===== src/rtl/team_06_audio_pkg.sv =====
// team_06_audio_pkg: shared mode/effect types, silence code and deviation helpers
// for the audio datapath.
package team_06_audio_pkg;
    typedef enum logic [1:0] {IDLE, LISTEN, TALK, RSVD} state_t;
    typedef enum logic [2:0] {EFF_NONE, EFF_CRUSH, EFF_INV, EFF_DECIM, EFF_HALFW} effect_t;
    localparam logic [7:0] MID = 8'd128;
    function automatic logic signed [7:0] sat8(input logic signed [9:0] x);
        return (x > 10'sd127) ? 8'h7f : (x < -10'sd128) ? 8'h80 : x[7:0];
    endfunction
    // offset binary <-> two's complement deviation is just an MSB flip
    function automatic logic signed [7:0] dev(input logic [7:0] s);
        return {~s[7], s[6:0]};
    endfunction
    function automatic logic [7:0] to_ob(input logic signed [7:0] d);
        return {~d[7], d[6:0]};
    endfunction
endpackage


===== src/rtl/team_06_audio_proc_noise_gate.sv =====
// team_06_noise_gate: threshold compare with hold-off counter; the sample that
// completes the hold still passes, gating applies from the next one.
module team_06_noise_gate #(
    parameter int NG_THRESH = 8,
    parameter int NG_HOLD   = 64
) (
    input  logic              clk,
    input  logic              rst,
    input  logic              valid,
    input  logic              enable,
    input  logic signed [7:0] d,
    output logic              pass,
    output logic              gate_open
);
    localparam logic signed [8:0] TH   = 9'(NG_THRESH);
    localparam logic [7:0]        HOLD = 8'(NG_HOLD);
    logic signed [8:0] dx, mag;
    logic [7:0] cnt, cnt_nxt;
    logic loud;
    assign dx      = {d[7], d};
    assign mag     = d[7] ? -dx : dx;
    assign loud    = mag >= TH;
    assign cnt_nxt = (cnt == HOLD) ? cnt : cnt + 8'd1;
    assign pass    = !enable || loud || gate_open;
    always_ff @(posedge clk or negedge rst) begin
        if (!rst) begin
            cnt       <= '0;
            gate_open <= 1'b1;
        end else if (!enable || (valid && loud)) begin
            cnt       <= '0;
            gate_open <= 1'b1;
        end else if (valid) begin
            cnt       <= cnt_nxt;
            gate_open <= cnt_nxt != HOLD;
        end
    end
endmodule


===== src/rtl/team_06_audio_proc.sv =====
// team_06_audio_proc: 3-stage audio path (select -> gate+effect -> volume+mute)
// producing one offset-binary sample per input strobe.
module team_06_audio_proc
    import team_06_audio_pkg::*;
#(
    parameter int NG_THRESH = 8,
    parameter int NG_HOLD   = 64
) (
    input  logic       clk,
    input  logic       rst,
    input  logic       samp_valid,
    input  logic [7:0] mic_aud,
    input  logic [7:0] spk_aud,
    input  logic [1:0] state,
    input  logic       eff_en,
    input  logic [2:0] current_effect,
    input  logic       vol_en,
    input  logic [1:0] vol,
    input  logic       mute_tog,
    input  logic       noise_gate_tog,
    output logic [7:0] aud_out,
    output logic       out_valid,
    output logic       gate_open
);
    state_t st;
    effect_t eff;
    logic v1, v2, pass, phase, decim;
    logic [7:0] hold;
    logic signed [7:0] sel, d1, g, fx, d2, vx;
    assign st  = state_t'(state);
    assign sel = (st == LISTEN) ? dev(spk_aud) : (st == TALK) ? dev(mic_aud) : 8'sd0;
    always_ff @(posedge clk or negedge rst) begin
        if (!rst) begin
            v1 <= 1'b0;
            d1 <= '0;
        end else begin
            v1 <= samp_valid;
            d1 <= sel;
        end
    end
    team_06_noise_gate #(.NG_THRESH(NG_THRESH), .NG_HOLD(NG_HOLD)) u_gate (
        .clk       (clk),
        .rst       (rst),
        .valid     (v1),
        .enable    (noise_gate_tog),
        .d         (d1),
        .pass      (pass),
        .gate_open (gate_open)
    );
    assign eff   = effect_t'(current_effect);
    assign decim = eff_en && eff == EFF_DECIM;
    assign g     = pass ? d1 : 8'sd0;
    assign fx    = !eff_en ? g :
                   (eff == EFF_CRUSH) ? (g & 8'shf0) :
                   (eff == EFF_INV)   ? sat8(-10'(g)) :
                   (eff == EFF_DECIM) ? (phase ? dev(hold) : g) :
                   (eff == EFF_HALFW) ? (g[7] ? 8'sd0 : g) : g;
    // leaving decimate mode (disable or effect change) restarts the phase
    always_ff @(posedge clk or negedge rst) begin
        if (!rst) begin
            v2    <= 1'b0;
            d2    <= '0;
            phase <= 1'b0;
            hold  <= MID;
        end else begin
            v2    <= v1;
            d2    <= fx;
            phase <= decim ? phase ^ v1 : 1'b0;
            hold  <= (decim && v1 && !phase) ? to_ob(g) : hold;
        end
    end
    assign vx = !vol_en ? d2 :
                (vol == 2'd0) ? d2 >>> 2 :
                (vol == 2'd1) ? d2 >>> 1 :
                (vol == 2'd2) ? d2 : sat8(10'(d2) <<< 1);
    always_ff @(posedge clk or negedge rst) begin
        if (!rst) begin
            out_valid <= 1'b0;
            aud_out   <= MID;
        end else begin
            out_valid <= v2;
            aud_out   <= v2 ? (mute_tog ? MID : to_ob(vx)) : aud_out;
        end
    end
endmodule


===== config.mk =====
export PLATFORM = sky130hd
export DESIGN_NAME = team_06_audio_proc
export DESIGN_NICKNAME = d
export VERILOG_FILES = /design/src/rtl/team_06_audio_pkg.sv /design/src/rtl/team_06_audio_proc_noise_gate.sv /design/src/rtl/team_06_audio_proc.sv
export SDC_FILE = /design/constraint.sdc
export NUM_CORES = 1
export LEC_CHECK = 0
export ABC_AREA = 1
export BUFFER_PORTS_ARGS = -buffer_cell sky130_fd_sc_hd__buf_2
export CORE_UTILIZATION = 30
export DETAILED_ROUTE_END_ITERATION = 12
export PLACE_DENSITY_LB_ADDON = 0.25
export SLEW_MARGIN = 25
export SYNTH_ARGS = -nofsm -noshare
export SYNTH_HDL_FRONTEND = slang
export SYNTH_SLANG_ARGS = --single-unit
export TNS_END_PERCENT = 100

===== constraint.sdc =====
create_clock -name clk -period 2.4 [get_ports clk]
set_input_delay 0.36 -clock clk [delete_from_list [all_inputs] [get_ports clk]]
set_output_delay 0.36 -clock clk [all_outputs]
set_load 0.1 [all_outputs]

# --- Word-level counts from Yosys, hierarchy flattened ---
# Cells that the tools add are included.
op_classes:
  n_reduce_logical: 11
  magnitude_cmp: 5
  n_bitwise: 6
  add_sub_neg: 3
  n_mux: 26
  eq_ne: 10
ops:
  columns: ["op", "count"]
  rows:
  - ["$mux 8", 21]
  - ["$gt 10x8->1 const B", 1]
  - ["$lt 10x8->1 const B", 1]
  - ["$neg 8->10", 1]
  - ["$ge 9x5->1 const B", 1]
  - ["$gt 9x8->1 const B", 1]
  - ["$lt 9x8->1 const B", 1]
  - ["$mux 9", 1]
  - ["$neg 8->9", 1]
  - ["$add 8x1->8 const B", 1]
  - ["$eq 8x7->1 const B", 1]
  - ["$ne 8x7->1 const B", 1]
  - ["$mux 7", 1]
  - ["$eq 3x2->1 const B", 2]
  - ["$not 1->1", 5]
  - ["$eq 2x1->1 const B", 2]
  - ["$eq 2x2->1 const B", 2]
  - ["$logic_and 1x1->1", 4]
  - ["$eq 3x1->1 const B", 1]
  - ["$eq 3x3->1 const B", 1]
  - ["$logic_or 1x1->1", 3]
  - ["$mux 1", 3]
  - ["$logic_not 1->1", 2]
  - ["$logic_not 2->1", 1]
  - ["2 further kinds", 2]
word_totals:
  word_cells: 71
  in_bits: 30
  output_inout_bits: 10
  register_bits: 45

# --- Longest topological paths before layout ---
# Gate-level depths: netlist of run 1.
depth:
  word_depth: 13
  mapped_depth: 18

# --- Cells and area by module ---
# Synthesis of run 1 repeated with hierarchy kept, for this count alone.
hier_totals:
  hier_cells: 407
  hier_area_um2: 2911.5
by_module_without_submodules:
  columns: ["mod", "cells_each", "area_per_inst_um2", "instances", "seq_area_each_um2"]
  rows:
  - ["team_06_audio_proc", 302, 2225.9, 1, 903.4]
  - ["team_06_noise_gate", 105, 685.7, 1, 226.5]

# --- Worst setup path before layout of run 1 ---
# Ideal clock, no wire load.
synth_timing:
  path_type: "reg2reg"
  startpoint: "register u_gate.gate_open"
  endpoint: "register d2[6]"
  arrival_time_ns: 2.078
  path_stages_with_launch: 13
  setup_slack_ns: 0.257
  path_cell_list: "dfstp_2 > inv_1 > nand3_4 > buf_6 > nand2_1 > ha_1 > nand2_2 > nor2_2 > nor2_1 > nor2_4 > nand2_1 > nand2_1 > nand2_1"
synth_via:
  elab_chain_cells: 9
synth_rtl:
  columns: ["element", "line_no", "text"]
  rows:
  - ["from (decl)", "team_06_audio_proc_noise_gate.sv:13", "output logic gate_open"]
  - ["from (signal assigned)", "team_06_audio_proc_noise_gate.sv:28", "gate_open <= 1'b1;"]
  - ["from (signal assigned)", "team_06_audio_proc_noise_gate.sv:31", "gate_open <= 1'b1;"]
  - ["from (signal assigned)", "team_06_audio_proc_noise_gate.sv:34", "gate_open <= cnt_nxt != HOLD;"]
  - ["$logic_or 1x1->1 (*)", "team_06_audio_proc_noise_gate.sv:24", "assign pass = !enable || loud || gate_open;"]
  - ["$mux 8 (*)", "team_06_audio_proc.sv:52", "assign g = pass ? d1 : 8'sd0;"]
  - ["$neg 8->10", "team_06_audio_proc.sv:55", "(eff == EFF_INV) ? sat8(-10'(g)) :"]
  - ["$lt 10x8->1", "team_06_audio_pkg.sv:8", "return (x > 10'sd127) ? 8'h7f : (x < -10'sd128) ? 8'h80 : x[7:0];"]
  - ["$mux 8 (2 in series)", "team_06_audio_pkg.sv:8", null]
  - ["$mux 8", "team_06_audio_proc.sv:55", null]
  - ["$mux 8", "team_06_audio_proc.sv:54", "(eff == EFF_CRUSH) ? (g & 8'shf0) :"]
  - ["$mux 8 (*)", "team_06_audio_proc.sv:53", "assign fx = !eff_en ? g :"]
  - ["via fx[6]", "team_06_audio_proc.sv:29", "logic signed [7:0] sel, d1, g, fx, d2, vx;"]
  - ["to (signal assigned)", "team_06_audio_proc.sv:62", "d2 <= '0;"]
  - ["to (signal assigned)", "team_06_audio_proc.sv:67", "d2 <= fx;"]
  - ["to (decl)", "team_06_audio_proc.sv:29", null]
# Mark *: on every way through the listed nets, which the timed path passes. The rest lies on a longest branch.
# A chain may end at the register's enable or synchronous reset.

# --- Worst setup path in the final report of run 1 ---
layout_timing:
  startpoint: "register d1[0]"
  endpoint: "register d2[2]"
layout_via:
  elab_chain_cells: 13
layout_rtl:
  columns: ["element", "line_no", "text"]
  rows:
  - ["from (decl)", "team_06_audio_proc.sv:29", null]
  - ["from (signal assigned)", "team_06_audio_proc.sv:38", "d1 <= sel;"]
  - ["$neg 8->9", "team_06_audio_proc_noise_gate.sv:21", "assign mag = d[7] ? -dx : dx;"]
  - ["$mux 9", "team_06_audio_proc_noise_gate.sv:21", null]
  - ["$ge 9x5->1", "team_06_audio_proc_noise_gate.sv:22", "assign loud = mag >= TH;"]
  - ["$logic_or 1x1->1 (2 in series)", "team_06_audio_proc_noise_gate.sv:24", null]
  - ["$mux 8 (*)", "team_06_audio_proc.sv:52", null]
  - ["$neg 8->10", "team_06_audio_proc.sv:55", null]
  - ["$lt 10x8->1", "team_06_audio_pkg.sv:8", null]
  - ["$mux 8 (2 in series)", "team_06_audio_pkg.sv:8", null]
  - ["$mux 8", "team_06_audio_proc.sv:55", null]
  - ["$mux 8", "team_06_audio_proc.sv:54", null]
  - ["$mux 8 (*)", "team_06_audio_proc.sv:53", null]
  - ["via fx[2]", "team_06_audio_proc.sv:29", null]
# Marks and branches as above.

==> run metrics, run 1 <==
Util after Layout a little over a third; sw frac 35.3%; Worst Hold Class in -> reg; status finished clean; signal arrival time at the worst endpoint ~2300 ps; CP max-delay cell dfrtp_1; Tmin final between 2000 and 2500 ps; first-pass GRT wire length 11700 um; Top cell by count, worst path nand2_1; DRT met1 WL 3030 um; Worst Setup End Kind flop; vias in the first global route 2494; share of layout cells above drive strength 1 16.2%; Vert. Die Dim 97.4 um; Tcrit/Tclk final 88.0%; total global routing overflow 0; yosys warns 0; CP required approximately 2600 ps; CP delay by family, top simple AND/OR/NAND/NOR gates; flops & latches, synth between 40 and 50; GR Util All Layers 15.0%; pwr dens just under 600 mW/mm^2; antenna violations before repair 0; I/O Buffers 39; TritonCTS Buffers 5; DR pass1 iterations 6; critical path type reg -> reg; filler instances 926; NetSw 0.658 mW; # clock sinks 45; RSZ-0062 raised after global routing no; Clock power frac 26.9%; Worst Tran Pin Value 525 ps; startpoint types flop; Max Root-Sink Buffers 2; synthesized instance count 380; antenna cells 0; met2 wire len 3020 um; CTS root buffer clkbuf_8; TritonCTS clock tree yes; I/O Pins 40; Syn Area/Cell 7.18 sq um; Int Power approximately 1.2 mW; drt wl/cell about 12 um; CP Max Fanout 5; final setup fails 0; final std cells w/o fill between 500 and 600; part of the power in registers between 40 and 50%; Hold Vio Cnt, Final 0; CP cell instances inv_1, ha_1, nor2_1, nand2_1, nand2_1, nand2_1, nand2_2, nand3_4, nand2_1, ha_4, nand2_2, nor2_2, nor2_1, nor2_4, nand2_1, nand2_1, nand2_1; reg-to-reg slack, setup 290 ps; Core Box Area 0.00876 sq mm; most frequent cells in the layout 111 x nand2_1, 58 x inv_1, 42 x dfrtp_1; peak supply drop 220 uV; CTS clk-pin slew, worst paths 90 ps; Netlist cell types 39; area of the multi-input gates 0.00136 sq mm; htree depth 2; Initial Utilization 31.1%; Detailed Route WL 6510 um; Die X 97.4 um; row count 34; leakage power 1.60 nW; # DRC 0; dpl cells between 500 and 600; metal3 WL 335 um; routed vias/inst 4.88; Fmax 0.473 GHz; Layout Nets 460; DRT iter0 DRCs ~100; Skew-Pair Late Insertion Delay roughly 300 ps; Seq/Total Area, Yosys 41.4%; P&R area growth vs syn 16.8%; Seq. cell area 0.00113 sq mm; Slew HR 64.9%; max incr delay on CP about 380 ps; Buf/Inv on CP 1; final setup TNS 0 ps; Mapped Area 0.00273 sq mm; DIE AREA between 0.009 and 0.01 sq mm; combinational power share 25.9%; Fin Clk Skew a little over 6 ps; syn_nets a little over 400; Final Max Tran Viols 0; Max Cap Viol 0; antenna viol nets, final 0; Placer Congestion 0.944; largest net degree at the start of global routing 22; total number of vias roughly 2600; DP HPWL 5150 um; Highest Signal Layer met4; commonest non-fill, non-tap cell in the layout nand2_1
per-stage QoR:
step	area, sq um	power [mW]	setup slack [ps]	hold slack (ps)
2_1_floorplan	2730	1.24	257	64.4
3_3_place_gp	3070	1.37	320	233
3_5_place_dp	3070	1.37	216	228
4_1_cts	3170	1.89	188	180
5_1_grt	3190	1.99	45.0	168
6_report	3190	1.86	287	186
timing repair:
item	4_1_cts	5_1_grt
gates resized for setup	0	3
buffers inserted	0	0
setup endpoints to repair	0	5
hold buffers	1	0
hold endpoints to repair	8	0
Yosys cell counts:
library cell  number  share of area (%)
nand3_4            1               0.64
o21ai_1            6                1.1
nand3_1           15                2.8
clkinv_1           1               0.14
a41oi_1            1               0.32
nand2_1          112                 15
o21bai_1           1               0.28
nor2_2             3               0.69
xor2_1             5                1.6
ha_1               4                1.8
nand2_2            2               0.46
dfrtp_1           42                 39
or2_2              1               0.23
xnor2_1            1               0.32
a21oi_1           16                2.9
nor4_1             1               0.23
o21ai_0           36                6.6
buf_6              1               0.41
dfstp_2            3                2.9
o2111ai_1          2               0.64
nor3b_1            1               0.28
nor3_2             1               0.37
inv_1             58                8.0
nand4_1            5                1.1
nor2_4             1               0.41
nor2_1            27                3.7
clkbuf_1           5               0.69
o31ai_1            1               0.28
mux2_2             1               0.41
a21boi_0           1               0.28
o22ai_1           11                2.5
a22oi_1            2               0.55
a31oi_1            1               0.23
a221oi_1           1               0.32
nor3_1             1               0.18
a211oi_1           1               0.28
a32o_1             4                1.5
inv_2              2               0.28
o41ai_1            2               0.64
power by group through the flow:
stage	registers (mW)	logic (mW)	clock network [mW]
final	0.878	0.482	0.501
after global routing	0.888	0.542	0.561
after CTS	0.879	0.480	0.530
after detailed placement	0.894	0.477	0
after global placement	0.893	0.478	0
after floorplan	0.998	0.240	0
sequential cells by signal (all words and copies together), names as in the netlist, 8 cells and up:
signal      flops
hold            8
aud_out         8
d1              8
u_gate.cnt      8
d2              8
worst reg2reg max path, delay by kind of cell (launching register included):
family / cells / cell delay (ps)
flip-flops: 1 / 380
adder cells (fa/ha/maj): 2 / 370
buffers and inverters: 1 / 60
AND/OR/NAND/NOR: 14 / 1180
final timing paths:
path / endpoint / from / depth (start not counted)
max: d2[2] / d1[0] / 17
min: v1 / samp_valid / 1
max reg2reg: d2[2] / d1[0] / 17
min reg2reg: out_valid / v2 / 0
max in group asynchronous: hold[7] / rst / 3
min in group asynchronous: hold[1] / rst / 2
area by class of cell:
cell class	count	area share (%)
clock buffer	6	2.59
clock inverter	2	0.432
inverter	61	7.18
multi-input combinational	268	42.5
sequential	45	35.4
tap	108	4.24
timing repair buffer	45	7.61
layer usage:
metal,up-vias,GRT usage [%]
li1,1331,-
met1,1188,19.8
met2,82,24.6
met3,11,2.59
met4,0,5.20
met5,-,0
cell families after synthesis:
family / count (synthesis) / share of synthesized area, %
flops: 45 / 41.4
simple gates: 171 / 26.5
xor+xnor: 6 / 1.93
mux: 1 / 0.413
fa+ha+maj: 4 / 1.83
buf+inv: 67 / 9.49
compound gates: 86 / 18.4
Note: power is estimated with default switching activity, not from simulation.
==> run 2, diff against run 1 <==
--- a/config.mk
+++ b/config.mk
@@ -9,7 +9,7 @@
 export BUFFER_PORTS_ARGS = -buffer_cell sky130_fd_sc_hd__buf_2
 export CORE_UTILIZATION = 30
 export DETAILED_ROUTE_END_ITERATION = 12
-export PLACE_DENSITY_LB_ADDON = 0.25
+export PLACE_DENSITY = 0.52
 export SLEW_MARGIN = 25
 export SYNTH_ARGS = -nofsm -noshare
 export SYNTH_HDL_FRONTEND = slang
==> run 2 against run 1 <==
Net effect: wire length is 1.5% higher; core utilization is 0.46 points higher; via count shrank 1.9%; cell count rose by 0.37%; first-iteration DRC count up 2.9%; final area grew 1.3%; worst setup slack got worse by 53 ps; register-to-register slack worse by 50 ps; highest routed layer unchanged.
==> run metrics, run 2 (synthesis gave the netlist of run 1 again) <==
NetSw 0.652 mW (-0.83%); placed inst area 0.00305 sq mm (-0.49%); Tmin final 2170 ps (+53.1 ps); combinational power share 24.9% (-1.0 points); # DRC 0 (unchanged); final setup fails 0 (unchanged); total global routing overflow 0 (unchanged); # clock sinks 45 (unchanged); CP cell instances inv_1, ha_1, nor2_1, nand2_1, nand2_1, nand2_1, nand2_2, nand3_4, nand2_4, ha_2, nand2_2, nor2_2, nor2_1, nor2_4, nand2_1, nand2_1, nand2_1; number of cells on the critical path 17 (unchanged); most frequent cells in the layout 110 x nand2_1, 58 x inv_1, 41 x dfrtp_1; peak supply drop 230 uV (+4.4%); I/O Pins 40 (unchanged); routed vias/inst 4.77 (-2.2%); CTS clk-pin slew, worst paths 90 ps (about the same); Worst Hold Class in -> async; dpl cells 524 (-0.38%); total number of vias 2563 (-1.9%); Top cell by count, worst path nand2_1; share of layout cells above drive strength 1 17.2% (+1.1 points); Detailed Route WL 6610 um (+1.5%); Final Max Tran Viols 0 (unchanged); antenna violations before repair 0 (unchanged); Vert. Die Dim 97.4 um (unchanged); CP delay by family, top simple AND/OR/NAND/NOR gates; critical path type reg -> reg; drt wl/cell 12.3 um (+1.1%); area of the multi-input gates 0.00136 sq mm (+0.18%); Max Root-Sink Buffers 2 (unchanged); CP required 2590 ps (about the same); row count 34 (unchanged); Fin Clk Skew 8.99 ps (+2.96 ps); Die X 97.4 um (unchanged); antenna cells 0 (unchanged); Hold Vio Cnt, Final 0 (unchanged); Layout Nets 462 (+0.43%); final instance area 0.00323 sq mm (+1.3%); part of the power in registers 44.7% (-2.5 points); status finished clean; Skew-Pair Late Insertion Delay 300 ps (about the same); reg-to-reg slack, setup 230 ps (-50 ps); leakage power 1.62 nW (+0.99%); htree depth 2 (unchanged); antenna viol nets, final 0 (unchanged); DIE AREA 0.00948 sq mm (unchanged); Reg2Reg Depth 17 (unchanged); filler instances 970 (+4.8%); CTS root buffer clkbuf_8; TritonCTS clock tree yes; commonest non-fill, non-tap cell in the layout nand2_1; Slew HR 58.7% (-6.2 points); DRT iter0 DRCs 106 (+2.9%); Core Box Area 0.00876 sq mm (unchanged); Fmax 0.462 GHz (-2.5%); Buf/Inv on CP 1 (unchanged); Clock power frac 30.4% (+3.5 points); Int Power 1.31 mW (+8.8%); first-pass GRT wire length 11600 um (-0.18%); r2r endpoint d2[0]; RSZ-0062 raised after global routing no; P&R area growth vs syn 18.3%; Initial Utilization 31.1% (unchanged); startpoint types flop; Max Cap Viol 0 (unchanged); reg-to-reg startpoint d1[0]; GR Util All Layers 15.1% (+0.14 points); Worst Tran Pin Value 611 ps (+86.3 ps); Worst Setup End Kind flop; signal arrival time at the worst endpoint 2350 ps (+50 ps); CP Max Fanout 11 (+6); vias in the first global route 2525 (+1.2%); final setup TNS 0 ps (unchanged); pwr dens 608 mW/mm^2 (+4.1%); Seq. cell area 0.00113 sq mm (+0.11%); final std cells w/o fill 537 (+0.37%); DR pass1 iterations 4 (-2); sw frac 33.2% (-2.1 points); max incr delay on CP 370 ps (about the same); I/O Buffers 39 (unchanged); TritonCTS Buffers 5 (unchanged); CP max-delay cell dfrtp_1; Tcrit/Tclk final 90.2% (+2.2 points); DP HPWL 5230 um (+1.5%); Placer Congestion 0.909 (-3.7%); largest net degree at the start of global routing 24 (+9.1%)
==> run 2: cell types whose count changed in the layout (fill, tap and decap cells not counted), sizes merged <==
cell | before | now
clkinvlp | 0 | 1
clkinv | 3 | 1
dlygate4sd3 | 1 | 0
bufinv | 0 | 1
buf | 44 | 47
==> run 2: power groups by stage <==
stage | clock network (mW) | logic (mW) | registers [mW]
2_1_floorplan | 0 | 0.240 | 0.998
3_3_place_gp | 0 | 0.482 | 0.891
3_5_place_dp | 0 | 0.481 | 0.892
4_1_cts | 0.629 | 0.482 | 0.877
5_1_grt | 0.659 | 0.547 | 0.889
6_report | 0.596 | 0.489 | 0.877
==> run 2: final cells by class <==
| cell class | instances | area share, % |
|---|---|---|
| multi-input combinational | 268 | 42.1 |
| sequential | 45 | 35.0 |
| timing repair buffer | 47 | 7.91 |
| inverter | 61 | 7.09 |
| tap | 108 | 4.19 |
| clock buffer | 6 | 2.56 |
| clock inverter | 2 | 1.16 |
==> run 2: worst max-delay path by stage <==
stage	slack (ps)	to	from
6_report	230	d2[0]	d1[0]
5_1_grt	8	d2[0]	d1[0]
4_1_cts	120	d2[0]	d1[0]
3_5_place_dp	150	d2[2]	d1[0]
3_3_place_gp	190	d2[0]	d1[0]
2_1_floorplan	260	d2[6]	u_gate.gate_open
==> run 2: metrics by stage <==
| stage | power (mW) | utilization, % | hold WS [ps] | setup slack [ps] |
|---|---|---|---|---|
| after global routing | 2.10 | 36.8 | 52.6 | 7.79 |
| after floorplan | 1.24 | - | 64.4 | 257 |
| final | 1.96 | 36.8 | 16.1 | 234 |
| after CTS | 1.99 | 36.2 | 35.4 | 123 |
| after global placement | 1.37 | 34.8 | 375 | 193 |
| after detailed placement | 1.37 | 34.8 | 367 | 149 |
==> run 2: what timing repair did <==
action | CTS | global route
buffers inserted | 0 | 5
gates resized for setup | 0 | 6
hold buffers | 0 | 0
setup endpoints to repair | 0 | 7
==> run 2: metal layers <==
layer	track usage [%]	part of all wire [%]	vias up
met5	0	0	-
met4	5.88	2.1	0
met3	2.66	4.4	9
met2	24.9	47	72
met1	19.7	47	1146
li1	-	-	1336
==> run 3, diff against run 2 <==
--- a/config.mk
+++ b/config.mk
@@ -9,7 +9,7 @@
 export BUFFER_PORTS_ARGS = -buffer_cell sky130_fd_sc_hd__buf_2
 export CORE_UTILIZATION = 30
 export DETAILED_ROUTE_END_ITERATION = 12
-export PLACE_DENSITY = 0.52
+export PLACE_DENSITY = 0.47
 export SLEW_MARGIN = 25
 export SYNTH_ARGS = -nofsm -noshare
 export SYNTH_HDL_FRONTEND = slang
==> constraint.sdc (replaced) <==
create_clock -name clk -period 2.5 [get_ports clk]
set_input_delay 0.375 -clock clk [delete_from_list [all_inputs] [get_ports clk]]
set_output_delay 0.375 -clock clk [all_outputs]
set_load 0.1 [all_outputs]
==> run 3 against run 2 <==
Net effect: die area unchanged; via count up 0.16%; fmax shrank 2.8%; critical path depth unchanged; sequential cell count stayed put; sequential power shrank 3.8%; clock skew is 2.0 ps lower; cell count fell by 0.74%; wire length is 1.5% higher; register-to-register slack better by 40 ps; clock power increased by 12%; non-clock buffer count down 4.
==> run metrics, run 3 (synthesis gave the netlist of run 1 again) <==
signal arrival time at the worst endpoint 2420 ps (+70 ps); commonest non-fill, non-tap cell in the layout nand2_1; share of layout cells above drive strength 1 16.2% (-1.0 points); CTS clk-pin slew, worst paths 90 ps (about the same); htree depth 2 (unchanged); routed vias/inst 4.82 (+0.91%); DR pass1 iterations 4 (unchanged); CP Max Fanout 16 (+5); # DRC 0 (unchanged); leakage power 1.61 nW (-0.53%); Final Max Tran Viols 0 (unchanged); max incr delay on CP 390 ps (+20 ps); Skew-Pair Late Insertion Delay 300 ps (about the same); antenna violations before repair 0 (unchanged); Post-CTS Setup Bufs 0 (unchanged); total global routing overflow 0 (unchanged); area of the multi-input gates 0.00135 sq mm (-0.74%); TritonCTS Buffers 5 (unchanged); Top cell by count, worst path nand2_1; TritonCTS clock tree yes; Core Box Area 0.00876 sq mm (unchanged); Layout Nets 458 (-0.87%); DIE AREA 0.00948 sq mm (unchanged); Slew HR 64.4% (+5.7 points); Fin Clk Skew 7.00 ps (-1.99 ps); reg-to-reg startpoint d1[0]; Fmax 0.449 GHz (-2.8%); crit path launch d1[0]; Reg2Reg Depth 17 (unchanged); Tcrit/Tclk final 89.1% (-1.1 points); pwr dens 616 mW/mm^2 (+1.3%); Hold Vio Cnt, Final 0 (unchanged); critical path type reg -> reg; GR Util All Layers 15.1% (about the same); Seq. cell area 0.00113 sq mm (-0.11%); # clock sinks 45 (unchanged); Max Cap Viol 0 (unchanged); DRT iter0 DRCs 100 (-5.7%); drt wl/cell 12.6 um (+2.2%); CTS root buffer clkbuf_8; Worst Setup End Kind flop; vias in the first global route 2462 (-2.5%); RSZ-0062 raised after global routing no; P&R area growth vs syn 17.4%; status finished clean; Vert. Die Dim 97.4 um (unchanged); Tmin final 2230 ps (+62.0 ps); antenna viol nets, final 0 (unchanged); most frequent cells in the layout 110 x nand2_1, 58 x inv_1, 42 x dfrtp_1; total number of vias 2567 (+0.16%); startpoint types flop; Placer Congestion 0.934 (+2.8%); Worst Tran Pin Value 527 ps (-84.0 ps); Die X 97.4 um (unchanged); CP max-delay cell dfrtp_1; Max Root-Sink Buffers 2 (unchanged); r2r endpoint d2[6]; Initial Utilization 31.1% (unchanged); final setup fails 0 (unchanged); final setup TNS 0 ps (unchanged); peak supply drop 330 uV (+43%); Detailed Route WL 6710 um (+1.5%); I/O Buffers 39 (unchanged); antenna cells 0 (unchanged); filler instances 950 (-2.1%); reg-to-reg slack, setup 270 ps (+40 ps); first-pass GRT wire length 11600 um (-0.53%); CP required 2690 ps (+100 ps); CP cell instances inv_1, ha_1, nor2_1, nand2_1, nand2_1, nand2_1, nand2_2, nand3_4, nand2_2, ha_2, nand2_2, nor2_2, nor2_1, nor2_4, nand2_1, nand2_1, nand2_1; row count 34 (unchanged); Worst Setup EP d2[6]; Pwr Total 1.97 mW (+0.52%); Worst Hold Class in -> async; I/O Pins 40 (unchanged); largest net degree at the start of global routing 22 (-8.3%); DP HPWL 5310 um (+1.5%)
==> run 3: what timing repair did <==
action / 4_1_cts / 5_1_grt
endpoints found under the setup margin: 0 / 5
resized for setup: 0 / 3
endpoints found under the hold margin: 0 / 0
hold buffers: 0 / 0
==> run 3: through the flow <==
| step | instances | setup WS (ps) | hold WS [ps] | util, % | cell area [sq um] |
|---|---|---|---|---|---|
| after global routing | 533 | 9.03 | 63.0 | 36.6 | 3200 |
| final | 533 | 272 | 30.7 | 36.6 | 3200 |
| after floorplan | 380 | 357 | 79.4 | - | 2730 |
| after CTS | 533 | 205 | 37.1 | 36.5 | 3200 |
| after detailed placement | 525 | 224 | 372 | 34.9 | 3060 |
| after global placement | 525 | 285 | 372 | 34.9 | 3060 |
==> run 3: power by group <==
group	leakage [nW]	total (mW)	internal [mW]	switching (mW)
registers	0.581	0.844	0.796	0.0481
clock network	0.0687	0.666	0.402	0.263
logic	0.960	0.462	0.132	0.331
total	1.61	1.97	1.33	0.642
==> run 3: final cells by class <==
type,count,share of cell area (%)
tap,108,4.22
clock buffer,5,2.15
inverter,61,7.15
timing repair buffer,43,7.03
multi-input combinational,268,42.1
clock inverter,3,2.15
sequential,45,35.3
==> run 3: worst min-delay path by stage <==
stage,startpoint,endpoint,slack (ps),cells past startpoint
finish,rst,v1,30,1
global route,rst,u_gate.cnt[1],60,1
CTS,rst,v1,40,1
detailed placement,rst,u_gate.cnt[2],370,1
global placement,rst,u_gate.cnt[3],370,1
floorplan,rst,aud_out[0],80,0
==> run 3: layer usage <==
| layer | global-route usage [%] | vias up | wire (um) |
|---|---|---|---|
| li1 | - | 1322 | - |
| met1 | 18.2 | 1122 | 2960 |
| met2 | 26.1 | 107 | 3160 |
| met3 | 2.88 | 16 | 394 |
| met4 | 6.56 | 0 | 186 |
| met5 | 0 | - | 0 |
==> run 3: critical path: cells and delay by family (launching register included) <==
family	cells	cell delay (ps)
simple gates	14	1250
fa+ha+maj	2	410
flops	1	390
buf+inv	1	50
